## config.mk

```make
export PLATFORM = sky130hd
export DESIGN_NAME = flog_arbiter_flat
export DESIGN_NICKNAME = d
export VERILOG_FILES = /design/src/rtl/flog_pkg.sv /design/src/rtl/flog_arbiter_if.sv /design/src/rtl/flog_arbiter.sv /design/src/flat_wrapper.sv
export SDC_FILE = /design/constraint.sdc
export NUM_CORES = 1
export LEC_CHECK = 0
export ABC_AREA = 1
export BUFFER_PORTS_ARGS = -buffer_cell sky130_fd_sc_hd__buf_2
export CORE_ASPECT_RATIO = 1.2
export CORE_MARGIN = 10
export CORE_UTILIZATION = 35
export CTS_BUF_LIST = sky130_fd_sc_hd__clkbuf_8
export CTS_CLUSTER_DIAMETER = 50
export CTS_CLUSTER_SIZE = 12
export DETAILED_ROUTE_END_ITERATION = 8
export PLACE_DENSITY = 0.7
export SLEW_MARGIN = 20
export SYNTH_ARGS = -nofsm -noshare
export SYNTH_HDL_FRONTEND = slang
export SYNTH_SLANG_ARGS = --single-unit
```

## constraint.sdc

```tcl
create_clock -name clk -period 2.1 [get_ports clk]
set_input_delay 0.21 -clock clk [delete_from_list [all_inputs] [get_ports clk]]
set_output_delay 0.21 -clock clk [all_outputs]
set_load 0.02 [all_outputs]
```

## src/rtl/flog_pkg.sv

```systemverilog
// bfloat16 field widths shared by the flog unit and its arbiter.
package flog_pkg;
    localparam int EXP_WIDTH   = 8;
    localparam int FRACT_WIDTH = 7;
endpackage

```

## src/rtl/flog_arbiter_if.sv

```systemverilog
// Requester, flog-unit and response handshakes of flog_arbiter in one bundle.
interface flog_arbiter_if #(
    parameter int N_REQ = 4
);
    localparam int EW   = flog_pkg::EXP_WIDTH;
    localparam int FW   = flog_pkg::FRACT_WIDTH;
    localparam int ID_W = $clog2(N_REQ);

    logic [N_REQ-1:0]    req_valid_i;
    logic [16*N_REQ-1:0] req_data_i;
    logic [N_REQ-1:0]    req_ready_o;

    logic                flog_valid_o;
    logic                flog_sign_o;
    logic [EW-1:0]       flog_exp_o;
    logic [FW-1:0]       flog_fract_o;
    logic                flog_valid_i;
    logic                flog_sign_i;
    logic [EW-1:0]       flog_exp_i;
    logic [FW-1:0]       flog_fract_i;

    logic                rsp_valid_o;
    logic                rsp_ready_i;
    logic [ID_W-1:0]     rsp_id_o;
    logic [15:0]         rsp_data_o;
    logic                rsp_err_o;
    logic                busy_o;
    logic                err_o;

    modport master (
        output req_valid_i, req_data_i, rsp_ready_i,
               flog_valid_i, flog_sign_i, flog_exp_i, flog_fract_i,
        input  req_ready_o, flog_valid_o, flog_sign_o, flog_exp_o, flog_fract_o,
               rsp_valid_o, rsp_id_o, rsp_data_o, rsp_err_o, busy_o, err_o
    );

    modport slave (
        input  req_valid_i, req_data_i, rsp_ready_i,
               flog_valid_i, flog_sign_i, flog_exp_i, flog_fract_i,
        output req_ready_o, flog_valid_o, flog_sign_o, flog_exp_o, flog_fract_o,
               rsp_valid_o, rsp_id_o, rsp_data_o, rsp_err_o, busy_o, err_o
    );
endinterface

```

## src/rtl/flog_arbiter.sv

```systemverilog
// Round-robin arbiter sharing one bfloat16 log2 unit between N_REQ requesters,
// with a watchdog that turns a hung operation into a QNaN error response.
module flog_arbiter #(
    parameter int N_REQ   = 4,
    parameter int TIMEOUT = 64
) (
    input logic           clk,
    input logic           rst,
    flog_arbiter_if.slave bus
);
    localparam int EW    = flog_pkg::EXP_WIDTH;
    localparam int FW    = flog_pkg::FRACT_WIDTH;
    localparam int DW    = 1 + EW + FW;
    localparam int ID_W  = $clog2(N_REQ);
    localparam int CNT_W = $clog2(TIMEOUT);
    localparam logic [ID_W-1:0]  ID_LAST  = ID_W'(N_REQ - 1);
    localparam logic [CNT_W-1:0] CNT_LAST = CNT_W'(TIMEOUT - 1);
    localparam logic [DW-1:0]    QNAN     = DW'(16'h7FC0);

    typedef enum logic [1:0] {IDLE, ISSUE, WAIT, RESP} state_t;
    state_t state, state_nx;

    logic [ID_W-1:0]  rr_ptr, grant_id, grant_idx, cand;
    logic             grant_hit;
    logic [N_REQ-1:0] grant_oh;
    logic [DW-1:0]    op_word [N_REQ];
    logic [DW-1:0]    res_word;
    logic [CNT_W-1:0] wd_cnt;
    logic             accept, res_take, wd_fire, rsp_done;
    logic             issue_q, rsp_valid_q, rsp_err_q, err_q;
    logic [DW-1:0]    op_q, rsp_data_q;

    for (genvar g = 0; g < N_REQ; g++) begin : g_op
        assign op_word[g] = bus.req_data_i[DW*g +: DW];
    end

    assign res_word = {bus.flog_sign_i, bus.flog_exp_i, bus.flog_fract_i};

    // First valid requester at or after rr_ptr, wrapping modulo N_REQ.
    always_comb begin
        grant_hit = 1'b0;
        grant_idx = '0;
        cand      = '0;
        for (int unsigned k = 0; k < N_REQ; k++) begin
            cand = ID_W'((32'(rr_ptr) + k) % N_REQ);
            if (!grant_hit && bus.req_valid_i[cand]) begin
                grant_hit = 1'b1;
                grant_idx = cand;
            end
        end
    end

    always_comb begin
        grant_oh = '0;
        if (state == IDLE && grant_hit) grant_oh[grant_idx] = 1'b1;
    end

    always_ff @(posedge clk or negedge rst) begin
        if (!rst) state <= IDLE;
        else      state <= state_nx;
    end

    always_comb begin
        state_nx = state;
        accept   = 1'b0;
        res_take = 1'b0;
        wd_fire  = 1'b0;
        rsp_done = 1'b0;
        case (state)
            IDLE: begin
                if (grant_hit) begin
                    accept   = 1'b1;
                    state_nx = ISSUE;
                end
            end
            ISSUE: state_nx = WAIT;
            WAIT: begin
                if (bus.flog_valid_i) begin
                    res_take = 1'b1;
                    state_nx = RESP;
                end else if (wd_cnt == CNT_LAST) begin
                    wd_fire  = 1'b1;
                    state_nx = RESP;
                end
            end
            RESP: begin
                if (bus.rsp_ready_i) begin
                    rsp_done = 1'b1;
                    state_nx = IDLE;
                end
            end
            default: state_nx = IDLE;
        endcase
    end

    always_ff @(posedge clk or negedge rst) begin
        if (!rst) begin
            rr_ptr      <= '0;
            grant_id    <= '0;
            op_q        <= '0;
            issue_q     <= 1'b0;
            wd_cnt      <= '0;
            rsp_valid_q <= 1'b0;
            rsp_data_q  <= '0;
            rsp_err_q   <= 1'b0;
            err_q       <= 1'b0;
        end else begin
            issue_q <= accept;
            if (accept) begin
                op_q     <= op_word[grant_idx];
                grant_id <= grant_idx;
            end
            if (state == ISSUE)     wd_cnt <= '0;
            else if (state == WAIT) wd_cnt <= wd_cnt + 1'b1;
            if (res_take) begin
                rsp_data_q <= res_word;
                rsp_err_q  <= 1'b0;
            end
            if (wd_fire) begin
                rsp_data_q <= QNAN;
                rsp_err_q  <= 1'b1;
            end
            if (res_take || wd_fire) rsp_valid_q <= 1'b1;
            else if (rsp_done)       rsp_valid_q <= 1'b0;
            if (rsp_done) rr_ptr <= (grant_id == ID_LAST) ? '0 : grant_id + 1'b1;
            // Results arriving outside WAIT (e.g. after a timeout) are dropped but flagged.
            if (wd_fire || (bus.flog_valid_i && state != WAIT)) err_q <= 1'b1;
        end
    end

    assign bus.req_ready_o = grant_oh;
    assign bus.flog_valid_o = issue_q;
    assign {bus.flog_sign_o, bus.flog_exp_o, bus.flog_fract_o} = op_q;
    assign bus.rsp_valid_o = rsp_valid_q;
    assign bus.rsp_id_o    = grant_id;
    assign bus.rsp_data_o  = rsp_data_q;
    assign bus.rsp_err_o   = rsp_err_q;
    assign bus.busy_o      = (state != IDLE);
    assign bus.err_o       = err_q;
endmodule

```

## src/flat_wrapper.sv

```systemverilog
// flat-port wrapper written by rule: the top's interface ports become plain ports
module flog_arbiter_flat 
#(
    parameter int N_REQ   = 4,
    parameter int TIMEOUT = 64
)
  (clk, rst, bus_req_valid_i, bus_req_data_i, bus_rsp_ready_i, bus_flog_valid_i, bus_flog_sign_i, bus_flog_exp_i, bus_flog_fract_i, bus_req_ready_o, bus_flog_valid_o, bus_flog_sign_o, bus_flog_exp_o, bus_flog_fract_o, bus_rsp_valid_o, bus_rsp_id_o, bus_rsp_data_o, bus_rsp_err_o, bus_busy_o, bus_err_o);
  flog_arbiter_if #(.N_REQ(N_REQ)) bus_i ();
  input logic clk;
  input logic rst;
  input wire logic [$bits(bus_i.req_valid_i)-1:0] bus_req_valid_i;
  input wire logic [$bits(bus_i.req_data_i)-1:0] bus_req_data_i;
  input wire logic [$bits(bus_i.rsp_ready_i)-1:0] bus_rsp_ready_i;
  input wire logic [$bits(bus_i.flog_valid_i)-1:0] bus_flog_valid_i;
  input wire logic [$bits(bus_i.flog_sign_i)-1:0] bus_flog_sign_i;
  input wire logic [$bits(bus_i.flog_exp_i)-1:0] bus_flog_exp_i;
  input wire logic [$bits(bus_i.flog_fract_i)-1:0] bus_flog_fract_i;
  output wire logic [$bits(bus_i.req_ready_o)-1:0] bus_req_ready_o;
  output wire logic [$bits(bus_i.flog_valid_o)-1:0] bus_flog_valid_o;
  output wire logic [$bits(bus_i.flog_sign_o)-1:0] bus_flog_sign_o;
  output wire logic [$bits(bus_i.flog_exp_o)-1:0] bus_flog_exp_o;
  output wire logic [$bits(bus_i.flog_fract_o)-1:0] bus_flog_fract_o;
  output wire logic [$bits(bus_i.rsp_valid_o)-1:0] bus_rsp_valid_o;
  output wire logic [$bits(bus_i.rsp_id_o)-1:0] bus_rsp_id_o;
  output wire logic [$bits(bus_i.rsp_data_o)-1:0] bus_rsp_data_o;
  output wire logic [$bits(bus_i.rsp_err_o)-1:0] bus_rsp_err_o;
  output wire logic [$bits(bus_i.busy_o)-1:0] bus_busy_o;
  output wire logic [$bits(bus_i.err_o)-1:0] bus_err_o;
  assign bus_i.req_valid_i = bus_req_valid_i;
  assign bus_i.req_data_i = bus_req_data_i;
  assign bus_i.rsp_ready_i = bus_rsp_ready_i;
  assign bus_i.flog_valid_i = bus_flog_valid_i;
  assign bus_i.flog_sign_i = bus_flog_sign_i;
  assign bus_i.flog_exp_i = bus_flog_exp_i;
  assign bus_i.flog_fract_i = bus_flog_fract_i;
  assign bus_req_ready_o = bus_i.req_ready_o;
  assign bus_flog_valid_o = bus_i.flog_valid_o;
  assign bus_flog_sign_o = bus_i.flog_sign_o;
  assign bus_flog_exp_o = bus_i.flog_exp_o;
  assign bus_flog_fract_o = bus_i.flog_fract_o;
  assign bus_rsp_valid_o = bus_i.rsp_valid_o;
  assign bus_rsp_id_o = bus_i.rsp_id_o;
  assign bus_rsp_data_o = bus_i.rsp_data_o;
  assign bus_rsp_err_o = bus_i.rsp_err_o;
  assign bus_busy_o = bus_i.busy_o;
  assign bus_err_o = bus_i.err_o;
  flog_arbiter #(.N_REQ(N_REQ), .TIMEOUT(TIMEOUT)) u_core (.clk(clk), .rst(rst), .bus(bus_i));
endmodule
```

==> impl_metrics.ini <==
[status]
status = complete, but fails checks
violations = setup timing

[sta]
drv_slew = 0
worstMarginPinSlew_ps = 676
worst_slack_ps = -75.1
holdWs_ps = 122
rsz0062_at_grt = yes
clock.fmax_mhz = 460
finalSetupViolCount = 4
maxSlewHeadroom_pct = 54.8
fin_crit_ps = 2180
post-route-period-util_pct = 104
fin_skew_ps = 7.32
finalHoldViolCount = 0

[cts]
clkSlewWorstSetupHoldPaths_ps = 90
cts_tree = done
root_buffer = clkbuf_8
cts.path.max_buffers = 2
cts_made_buffers = 5
cts.sinks = 48
insertion_delay_ps = 300
cts_htree_levels = 2

[power]
power.total_uw = 7580
leakagePower_uw = 0.00256
peakVddDrop_mv = 0.737
power_density_nw_per_um2 = 1710

[yosys]
ys_seq_area_share_pct = 39.1
yosys-top-cells-area = dfrtp_1 (39%), nand2_1 (16%), inv_1 (9.9%)
synth_nets = 534
ys_warn_count = 0
synthesis.area_um2 = 3070
synth_seq_cells = 48
synthDominantCellAreaShare_pct = 39.1
synth_ff_type = dfrtp_1
synthCells = 439
syn_area_per_cell_um2 = 7.00
yosysTopAreaCell = dfrtp_1
synth_cell_type_count = 29
synth_enable_flop_cells = 0
ys_async_sr_fraction_pct = 100

[worst_hold_path]
hold_class = in2reg
min_to = u_core.bus.rsp_data_o[14]
min_path_cells = 3
hold_path.startpoint = bus_flog_exp_i[7]

[worst_setup_path]
cp-end-kind = primary output
crit_type = reg2out
worstPathRequired_ps = 1890
path_max_fanout = 5
r2r_slack_ps = 40
cpMaxStageDelayCell = dfrtp_2
crit_path_max_incr_delay_ps = 460
start_kind = flip-flop
reg2reg_depth = 12
r2r-end = u_core.bus.flog_valid_o
crit_family = simple AND/OR/NAND/NOR gates
crit_buf_inv = 2
crit_path_cell_trace = buf_6 -> nand2_2 -> nand2_2 -> nand2_1 -> nand2_2 -> nor2_4 -> nand3_4 -> nand2_4 -> nor2_4 -> nor3_4 -> buf_6
critPathMostFrequentCell = nand2_2
arrival_ps = 1970
r2r_start = u_core.rr_ptr[0]

[global_routing]
grt_max_degree = 26
grt_pass1_wl_um = 16200
grt_usage_pct = 15.0
overflow = 0
grt_pass1_vias = 3523
antenna_found_initial = 0

[placement]
dpl.hpwl_um = 8070
portBuffers = 130
dp.cells = 683
place.gp.congestion = 0.872

[finish]
diodes = 0
final_core_util_pct = 51.7
synthToLayoutAreaGrowth_pct = 44.2
final_common_cell = buf_2
final_cells = 714
layout_common_cells = buf_2 (126), nand2_1 (114), inv_1 (76), dfrtp_1 (46), buf_4 (34)
final_layout_size_suffix_gt1_share_pct = 38.4
finalNetCount = 691

[drt]
dr.pass1.iters = 5
wl_per_cell_um = 14.8
ant_nets = 0
viasPerCell = 4.83
drt_iter0_markers = 189
drc_errors = 0
totalWireLength_um = 10500
num_vias = 3450

[floorplan]
rows = 37
start_util_pct = 35.9
ios = 131
dieArea_um2 = 12900
die_h_um = 123
core_um2 = 8560
die_w_um = 106

[flow_run]
maxCapViolCount = 0
-- cell families (layout without fill, tap and decap cells) --
logic type      Yosys count  in the layout  synth area share, %
simple gates            241            241                 35.9
buf+inv                 103            261                 13.8
flops                    48             48                 39.1
fa+ha+maj                 7              7                 2.85
compound gates           40             40                 8.35
-- through the flow --
step / instance area, um2 / TNS (ps) / worst slack, ps
global placement: 3880 / 0 / 161
global route: 4430 / -1290 / -154
floorplan: 3070 / 0 / 42.8
CTS: 4210 / -94.6 / -50.3
detailed placement: 3880 / 0 / 97.1
finish: 4430 / -204 / -75.1
-- how the worst max path moves through the flow --
stage          slack, ps                  to  cells after the start              from
4_1_cts              -50  bus_req_ready_o[2]                     11  u_core.rr_ptr[0]
5_1_grt             -150  bus_req_ready_o[3]                     11  u_core.rr_ptr[0]
3_5_place_dp         100  bus_req_ready_o[2]                     11  u_core.rr_ptr[0]
2_1_floorplan         40  bus_req_ready_o[0]                     11  u_core.rr_ptr[0]
6_report             -80  bus_req_ready_o[2]                     11  u_core.rr_ptr[0]
3_3_place_gp         160  bus_req_ready_o[1]                      9  u_core.rr_ptr[0]
-- sequential cells by signal (all words and copies together) (netlist names) --
signal	flops
u_core.op_q	16
u_core.wd_cnt	6
u_core.rr_ptr	2
u_core.bus.rsp_data_o	16
u_core.bus.rsp_id_o	2
u_core.bus.rsp_valid_o	1
u_core.bus.flog_valid_o	1
u_core.bus.err_o	1
u_core.state	2
u_core.bus.rsp_err_o	1
-- report_power, final --
group	leakage, uW	internal (uW)	switching, uW	total, uW
Combinational	0.00191	1990	3230	5220
Sequential	0.000581	1350	304	1660
Clock	0.0000614	390	314	704
Total	0.00256	3740	3850	7580
-- per-layer routing --
metal	part of all wire, %	up-vias	GRT usage [%]
li1	-	1710	-
met1	40	1591	16.5
met2	50	131	26.4
met3	9.0	18	5.82
met4	1.7	0	4.24
met5	0	-	0
-- tightest hold or removal path, cell delays in order --
cell and delay, ps:
buf_2 70, nand2_1 40, nand3_1 60
-- layout make-up --
type	count	area, um2
sequential	48	1200
tap	117	146
timing repair buffer	168	975
timing repair inverter	1	7.51
clock inverter	2	38.8
clock buffer	6	82.6
multi-input combinational	288	1650
inverter	84	327
fill	801	4130
-- synth_stat cells (2+ instances only) --
cell type  number
a21oi_1         7
a22o_1          7
a31oi_1         3
buf_2          10
buf_4           5
clkbuf_1        3
dfrtp_1        48
ha_1            7
inv_1          81
inv_2           2
nand2_1       132
nand2_2         7
nand3_1        35
nand3_2         5
nand4_1        24
nor2_1         24
nor2_4          2
nor3_1          9
o211ai_1        8
o21ai_0        11
-- what timing repair did --
item,in CTS,in global routing
pin swaps,7,18
resized for setup,34,36
buffers inserted,7,13
endpoints found under the setup margin,4,17
hold buffers,1,0
gates cloned,1,1
endpoints found under the hold margin,14,0
No activity file was read; power rests on OpenSTA's default activity.
